--- src/rtl/mfm_sync_framer.sv ---
`default_nettype none
// ============================================================================
//  Module   : mfm_sync_framer
//  Purpose  : MFM front end. Times flux transitions on clk_50, classifies each
//             interval as 2/3/4 cells, hunts for the missing-clock sync word
//             and frames the following cell stream into data bytes.
//  Revision : 1.0  initial release
// ============================================================================
module mfm_sync_framer #(
  parameter int          CELL_CLKS = 5,
  parameter logic [15:0] SYNC_WORD = 16'h4489,
  parameter int          MAX_BYTES = 1024,
  parameter int          CNT_W     = 8
) (
  input  logic             clk_50,
  input  logic             reset,
  input  logic             raw_mfm,
  input  logic             enable,
  input  logic             err_clr,
  output logic [7:0]       byte_out,
  output logic             byte_valid,
  output logic             sync_mark,
  output logic             locked,
  output logic             err_pulse,
  output logic [CNT_W-1:0] err_count
);

  localparam int BC_W = $clog2(MAX_BYTES + 1);

  // Interval class boundaries, compared against twice the interval count
  localparam logic [CNT_W:0]   C_LIM_SHORT = (CNT_W+1)'(3 * CELL_CLKS);
  localparam logic [CNT_W:0]   C_LIM_2     = (CNT_W+1)'(5 * CELL_CLKS);
  localparam logic [CNT_W:0]   C_LIM_3     = (CNT_W+1)'(7 * CELL_CLKS);
  localparam logic [CNT_W:0]   C_LIM_4     = (CNT_W+1)'(9 * CELL_CLKS);
  // ceil(4.5 cells): first count that can no longer be a legal interval
  localparam logic [CNT_W-1:0] C_LONG      = CNT_W'((9 * CELL_CLKS + 1) / 2);
  localparam logic [BC_W-1:0]  C_LAST_BYTE = BC_W'(MAX_BYTES - 1);

  typedef enum logic [0:0] {
    S_HUNT = 1'b0,
    S_DATA = 1'b1
  } state_t;

  logic [2:0]       sync_q;
  logic [CNT_W-1:0] icnt_q;
  logic             armed_q;
  logic [2:0]       emit_q;
  logic [15:0]      sreg_q;
  logic [15:0]      sreg_d;
  logic [3:0]       cell_cnt_q;
  logic [BC_W-1:0]  byte_cnt_q;
  state_t           state_q;
  logic [7:0]       byte_out_q;
  logic             byte_valid_q;
  logic             sync_mark_q;
  logic             err_pulse_q;
  logic [CNT_W-1:0] err_count_q;

  logic             w_edge;
  logic [CNT_W:0]   w_twice;
  logic [2:0]       w_ncells;
  logic             w_short_err;
  logic             w_long_err;
  logic             w_err;
  logic             w_shift;
  logic             w_match;
  logic [7:0]       w_data;

  // Two-flop synchroniser plus a delay flop for rising-edge detection
  always_ff @(posedge clk_50 or posedge reset) begin
    if (reset) sync_q <= '0;
    else       sync_q <= {sync_q[1:0], raw_mfm};
  end

  assign w_edge = enable & sync_q[1] & ~sync_q[2];

  // Interval timer; it only runs once an edge has given it a reference point
  always_ff @(posedge clk_50 or posedge reset) begin
    if (reset) begin
      icnt_q  <= '0;
      armed_q <= 1'b0;
    end else if (!enable) begin
      icnt_q  <= '0;
      armed_q <= 1'b0;
    end else if (w_edge) begin
      icnt_q  <= CNT_W'(1);
      armed_q <= 1'b1;
    end else if (w_long_err) begin
      armed_q <= 1'b0;
    end else if (armed_q && (icnt_q != '1)) begin
      icnt_q  <= icnt_q + CNT_W'(1);
    end
  end

  // Classify the interval closed by this edge into a cell count or an error
  always_comb begin
    w_twice     = {icnt_q, 1'b0};
    w_ncells    = 3'd0;
    w_short_err = 1'b0;
    if (w_edge && armed_q) begin
      if (w_twice < C_LIM_SHORT)  w_short_err = 1'b1;
      else if (w_twice < C_LIM_2) w_ncells    = 3'd2;
      else if (w_twice < C_LIM_3) w_ncells    = 3'd3;
      else if (w_twice < C_LIM_4) w_ncells    = 3'd4;
    end
  end

  assign w_long_err = enable & armed_q & (icnt_q == C_LONG);
  assign w_err      = w_short_err | w_long_err;

  // Emitter shifts one cell per clock: zeros first, the final cell is a one
  assign w_shift = enable & ~w_err & (emit_q != 3'd0);
  assign sreg_d  = {sreg_q[14:0], (emit_q == 3'd1)};
  assign w_match = w_shift & (sreg_d == SYNC_WORD);

  // Data bits sit on the even cell positions of the freshly shifted register
  always_comb begin
    w_data = 8'h00;
    for (int b = 0; b < 8; b++) begin
      w_data[b] = sreg_d[2*b];
    end
  end

  // Framing FSM with registered strobes and saturating error counter
  always_ff @(posedge clk_50 or posedge reset) begin
    if (reset) begin
      state_q      <= S_HUNT;
      sreg_q       <= '0;
      emit_q       <= '0;
      cell_cnt_q   <= '0;
      byte_cnt_q   <= '0;
      byte_out_q   <= '0;
      byte_valid_q <= 1'b0;
      sync_mark_q  <= 1'b0;
      err_pulse_q  <= 1'b0;
      err_count_q  <= '0;
    end else begin
      byte_valid_q <= 1'b0;
      sync_mark_q  <= 1'b0;
      err_pulse_q  <= 1'b0;

      if (err_clr) begin
        err_count_q <= '0;
      end else if (enable && w_err && (state_q == S_DATA) && (err_count_q != '1)) begin
        err_count_q <= err_count_q + CNT_W'(1);
      end

      if (!enable) begin
        state_q    <= S_HUNT;
        sreg_q     <= '0;
        emit_q     <= '0;
        cell_cnt_q <= '0;
      end else if (w_err) begin
        // Pending cells and any partial byte are abandoned
        sreg_q     <= '0;
        emit_q     <= '0;
        cell_cnt_q <= '0;
        if (state_q == S_DATA) begin
          err_pulse_q <= 1'b1;
          state_q     <= S_HUNT;
        end
      end else begin
        if (w_ncells != 3'd0)    emit_q <= w_ncells;
        else if (emit_q != 3'd0) emit_q <= emit_q - 3'd1;

        if (w_shift) begin
          sreg_q <= sreg_d;
          if (w_match) begin
            // A sync at any alignment realigns byte framing
            byte_valid_q <= 1'b1;
            sync_mark_q  <= 1'b1;
            byte_out_q   <= 8'hA1;
            state_q      <= S_DATA;
            cell_cnt_q   <= '0;
            byte_cnt_q   <= '0;
          end else if (state_q == S_DATA) begin
            if (cell_cnt_q == 4'd15) begin
              byte_valid_q <= 1'b1;
              byte_out_q   <= w_data;
              cell_cnt_q   <= '0;
              byte_cnt_q   <= byte_cnt_q + BC_W'(1);
              if (byte_cnt_q == C_LAST_BYTE) state_q <= S_HUNT;
            end else begin
              cell_cnt_q <= cell_cnt_q + 4'd1;
            end
          end
        end
      end
    end
  end

  assign byte_out   = byte_out_q;
  assign byte_valid = byte_valid_q;
  assign sync_mark  = sync_mark_q;
  assign err_pulse  = err_pulse_q;
  assign err_count  = err_count_q;
  assign locked     = (state_q == S_DATA);

endmodule
`default_nettype wire

--- config.mk ---
export PLATFORM = sky130hd
export DESIGN_NAME = mfm_sync_framer
export DESIGN_NICKNAME = d
export VERILOG_FILES = /design/src/rtl/mfm_sync_framer.sv
export SDC_FILE = /design/constraint.sdc
export NUM_CORES = 1
export LEC_CHECK = 0
export CORE_MARGIN = 1
export CORE_UTILIZATION = 45
export DETAILED_ROUTE_END_ITERATION = 12
export PLACE_DENSITY = 0.66
export SLEW_MARGIN = 20
export SYNTH_ARGS = -nofsm -noshare
export SYNTH_HDL_FRONTEND = slang
export SYNTH_SLANG_ARGS = --single-unit
--- constraint.sdc ---
create_clock -name clk_50 -period 4.75 [get_ports clk_50]
set_input_delay 1.425 -clock clk_50 [delete_from_list [all_inputs] [get_ports clk_50]]
set_output_delay 1.425 -clock clk_50 [all_outputs]
set_load 0.005 [all_outputs]
# --- Word level (Yosys, flattened, before mapping) ---
# Index checks and enable logic that the tools add are counted.
totals:
  regBits: 65
  latchBits: 0
  ram_bits: 0
  romBits: 0
  inputBits: 5
  out_inout_bits: 20
  wordCells: 113
  n_memories: 0
op_classes:
  n_addsub: 5
  multipliers: 0
  n_div: 0
  n_lt_le_gt_ge: 4
  n_eq_ne: 13
  shift: 0
  n_mux: 55
  bitwise_logic: 10
  n_reduce_logical: 13
ops:
  columns: ["op", "count"]
  rows:
  - ["8-bit two-way mux", 9]
  - ["15-bit two-way mux", 3]
  - ["11-bit two-way mux", 3]
  - ["3-bit two-way mux", 9]
  - ["1-bit two-way mux", 25]
  - ["4-bit two-way mux", 6]
  - ["9-bit by 6-bit < comparator with 1-bit output (second input constant)", 2]
  - ["8-bit by 1-bit adder with 8-bit output (second input constant)", 2]
  - ["16-bit by 15-bit == test with 1-bit output (second input constant)", 1]
  - ["8-bit inequality test (second input constant)", 2]
  - ["11-bit by 1-bit adder with 11-bit output (second input constant)", 1]
  - ["11-bit by 10-bit == test with 1-bit output (second input constant)", 1]
  - ["9-bit by 4-bit < comparator with 1-bit output (second input constant)", 1]
  - ["9-bit by 5-bit < comparator with 1-bit output (second input constant)", 1]
  - ["3-bit by 1-bit inequality test with 1-bit output (second input constant)", 3]
  - ["8-bit by 5-bit == test with 1-bit output (second input constant)", 1]
  - ["4-bit by 1-bit inequality test with 1-bit output (second input constant)", 2]
  - ["1-bit bitwise AND", 7]
  - ["2-bit nonzero test", 3]
  - ["3-bit nonzero test", 2]
  - ["1-bit logical AND", 5]
  - ["5-bit AND reduction", 1]
  - ["4-bit by 1-bit adder with 4-bit output (second input constant)", 1]
  - ["4-bit == test (second input constant)", 1]
  - ["6 further kinds", 8]

# --- Depth between registers and ports, before layout ---
logic_depth:
  depth_word: 13
  depth_mapped: 10
  mapped_depth_nobuf: 8

# --- Least setup slack after synthesis ---
# No wires, ideal clock.
synth_path:
  kind: "input -> register"
  from: "input enable"
  to: "register err_count_q[7] (netlist: err_count[7])"
  setup_time_ns: 0.120
  t_arrival_ns: 2.684
  required_time_ns: 4.630
  slack_ns: 1.945
  stages: 5
  n_path_buf: 1
  path_cell_list: "buf_1 > o2111ai_2 > nor4_2 > a311oi_1 > a41o_1"
synth_between:
  elab_chain_cells: 9
  elab_cells_between_ends: 11
  classes_between: "mux: 1; bitwise: 5; reduce/logical: 5"
synth_lines:
  columns: ["item", "line_no", "rtl"]
  rows:
  - ["start: declaration", "18", "input logic enable,"]
  - ["1-bit bitwise AND (2 in series)", "75", "assign w_edge = enable & sync_q[1] & ~sync_q[2];"]
  - ["1-bit logical AND", "100", "if (w_edge && armed_q) begin"]
  - ["1-bit two-way mux", "100", null]
  - ["1-bit bitwise OR", "109", "assign w_err = w_short_err | w_long_err;"]
  - ["1-bit logical AND (*) (3 in series)", "144", "end else if (enable && w_err && (state_q == S_DATA) && (err_count_q != '1)) begin"]
  - ["2-bit nonzero test (no source line) (*)", null, null]
  - ["end signal: assignment", "145", "err_count_q <= err_count_q + CNT_W'(1);"]
  - ["end: declaration", "57", "logic [CNT_W-1:0] err_count_q;"]
# Mark *: on every way between the ends. The rest lies on a longest branch, timed or not.
# A chain may end at the register's enable or synchronous reset.

# --- Worst setup path in the final report ---
layout_path:
  from: "input enable"
  to: "register byte_cnt_q[0]"
layout_between:
  elab_chain_cells: 11
  elab_cells_between_ends: 15
  classes_between: "mux: 2; bitwise: 9; reduce/logical: 4"
layout_lines:
  columns: ["item", "line_no", "rtl"]
  rows:
  - ["1-bit bitwise AND (2 in series)", "75", null]
  - ["1-bit logical AND", "100", null]
  - ["1-bit two-way mux", "100", null]
  - ["1-bit bitwise OR", "109", null]
  - ["1-bit inverter (no source line)", null, null]
  - ["1-bit bitwise AND (2 in series)", "112", "assign w_shift = enable & ~w_err & (emit_q != 3'd0);"]
  - ["1-bit bitwise AND", "114", "assign w_match = w_shift & (sreg_d == SYNC_WORD);"]
  - ["2-bit nonzero test (no source line)", null, null]
  - ["5-bit AND reduction (no source line)", null, null]
  - ["end signal: assignment", "181", "byte_cnt_q <= byte_cnt_q + BC_W'(1);"]
  - ["end: declaration", "51", "logic [BC_W-1:0] byte_cnt_q;"]
# Several ways; a longest one is shown, not always the timed one.

==> results.py <==
metrics = {
    "outcome": {
        "outcome": "complete, no violations",
    },
    "yosys": {
        "synth-async-reset-ratio_pct": 100,
        "yosysTopAreaCellShare_pct": 48.2,
        "ys_seq_elements": 65,
        "syn_area_um2": 3370,
        "ys_seq_area_share_pct": 48.2,
        "synthTopCellsByArea": "dfrtp_1 (48%), nand2_1 (5.6%), a21oi_1 (3.4%), nor2_1 (3.3%), ha_1 (3.0%)",
        "synth_nets": 362,
        "synth_edf_count": 0,
        "yosys.area.top_type": "dfrtp_1",
        "synth-main-ff-cell": "dfrtp_1",
        "synthCells": 349,
        "avgSynthCellArea_um2": 9.67,
        "ys_types": 59,
        "yosysWarnings": 0,
    },
    "sta": {
        "hold_viol": 0,
        "finalSetupViolCount": 0,
        "fin_crit_sh_pct": 68.2,
        "fin_hold_ws_ns": 0.350,
        "fmax_mhz": 309,
        "max_slew_margin_pct": 47.3,
        "final-max-slew-violation-count": 0,
        "tns_ns": 0,
        "skew_ns": 0.00379,
        "min_period_ns": 3.24,
        "worst_slew_pin_slew_ns": 0.784,
        "rsz0062_at_grt": "false",
    },
    "global_route": {
        "track_usage_pct": 21.0,
        "overflow": 0,
        "grt_first_pass_wirelength_um": 12400,
        "grt_max_degree": 37,
        "grt_pass1_vias": 2550,
        "antenna_found_initial": 0,
    },
    "floorplan": {
        "start_util_pct": 46.5,
        "rows": 31,
        "core_um2": 7250,
        "dieArea_um2": 7850,
        "io_pins": 25,
        "die_y_um": 88.6,
        "die_w_um": 88.6,
    },
    "cts": {
        "h-tree-depth": 3,
        "cts-root-buf": "clkbuf_8",
        "post_cts_buffers": 0,
        "post_cts_resized": 0,
        "hold_buffers": 0,
        "cts_buffers": 9,
        "clock-sinks": 65,
        "ctsLongestPathBuffers": 2,
        "cts.clk_slew.worst_paths_ns": 0.07,
        "clock_latency_ns": 0.34,
        "cts_tree": "done",
    },
    "cells_and_area": {
        "ff_latch_area_um2": 1630,
        "layout_common_cells": "dfrtp_1 (65), nand2_1 (50), nor2_1 (30), clkdlybuf4s50_1 (24), a21oi_1 (23)",
        "nets": 383,
        "antenna_cells": 0,
        "multiInputGateArea_um2": 1600,
        "final_common_cell": "dfrtp_1",
        "fill_cells": 679,
        "layout-drive-gt1-share_pct": 8.60,
        "area_delta_synth_final_pct": 13.3,
        "fin_cells": 471,
    },
    "critical_path": {
        "worstPathMaxFanout": 13,
        "critical_path_class": "input pin to flip-flop",
        "crit_path_start_kind": "input pin",
        "worstSetupEndpointType": "flip-flop",
        "cp_data_required_time_ns": 5.03,
        "cp.arrival_ns": 3.51,
    },
    "routing": {
        "wirelength_um": 7370,
        "drc": 0,
        "drt_iter0_drc": 152,
        "post_drt_wl_per_cell_um": 15.6,
        "vias": 2635,
        "via_per_inst": 5.59,
        "dr.pass1.iters": 4,
        "ant_nets": 0,
    },
    "placement": {
        "place_hpwl_um": 5060,
        "globalplace.congestion": 0.841,
        "io_buffers": 24,
        "place_inst": 458,
    },
    "flow_run": {
        "max_cap_viol_count": 0,
    },
    "pwr": {
        "peakVddDrop_uv": 201,
        "leakage_nw": 1.58,
        "powerDensity_nw_per_um2": 326,
    },
    "hold_path": {
        "hold_path_class": "flip-flop to flip-flop",
    },
}
[metrics by stage]
step                      setup WS [ns]  util [%]  power [W]  instance area [um2]
after global routing               1.35      52.7    0.00132                 3820
final                              1.51      52.7    0.00125                 3820
after CTS                          1.51      52.7    0.00126                 3820
after floorplan                    1.70         -   0.000805                 3370
after global placement             1.22      50.6   0.000855                 3670
after detailed placement           1.16      50.6   0.000861                 3670
[synth_stat cells, types with 5 or more instances]
cell type,instances
nand2_1,50
a22o_1,6
xnor2_1,7
nand2b_1,5
o31ai_1,6
or4_1,8
dfrtp_1,65
nand3_1,16
a21oi_1,23
nand4_1,5
o21ai_0,8
nor3_1,10
nor2_1,30
clkbuf_1,10
inv_1,12
ha_1,8
[state kept, by name, indices dropped and copies added, names as in the netlist, 3 cells and up]
name	flops
sreg_q	15
err_count	8
sync_q	3
byte_out	8
emit_q	3
byte_cnt_q	11
icnt_q	8
cell_cnt_q	4
[cell families (layout without fill, tap and decap cells)]
family	Yosys count	count (layout)	synth area share, %
buffers and inverters	31	54	4.26
DFF	65	65	48.2
AOI/OAI and AO/OA	72	72	15.2
muxes	5	5	1.59
xor gates and xnor gates	11	11	2.85
and+or+nand+nor	157	157	25.0
adders and majority gates	8	8	2.97
[per-layer routing]
metal	share of wire [%]	wire, um	GRT usage [%]
met3	4.0	292	3.64
met4	1.6	117	10.9
met1	48	3560	29.3
met5	0	0	0
met2	46	3400	31.4
[power by group]
part | switching, W | total, W | internal, W
logic | 0.000194 | 0.000265 | 0.0000704
registers | 0.0000163 | 0.000587 | 0.000571
clock network | 0.000202 | 0.000396 | 0.000195
total | 0.000412 | 0.00125 | 0.000836
[cell type report]
class,count,area share (%)
clock inverter,1,0.131
tap,99,3.24
clock buffer,12,3.80
sequential,65,42.5
inverter,13,1.28
multi-input combinational,253,42.0
timing repair buffer,28,7.07
[path summary, 6_finish.rpt]
kind / startpoint / end / slack (ns) / cells past startpoint
max in group asynchronous: reset / err_count[2] / 2.50 / 3
worst max-delay path: enable / byte_cnt_q[0] / 1.51 / 5
min in group asynchronous: reset / sreg_q[9] / 1.54 / 2
worst min-delay path: sync_q[0] / sync_q[1] / 0.35 / 0
worst min register to register: sync_q[0] / sync_q[1] / 0.35 / 0
worst max register to register: emit_q[0] / byte_cnt_q[6] / 2.12 / 6
[critical path, cell delays in order]
cell	delay (ns)
clkdlybuf4s50_1	0.75
nand2_1	0.24
or3_1	0.41
nor3_2	0.43
mux2_2	0.25
(Power assumes the default switching activity.)
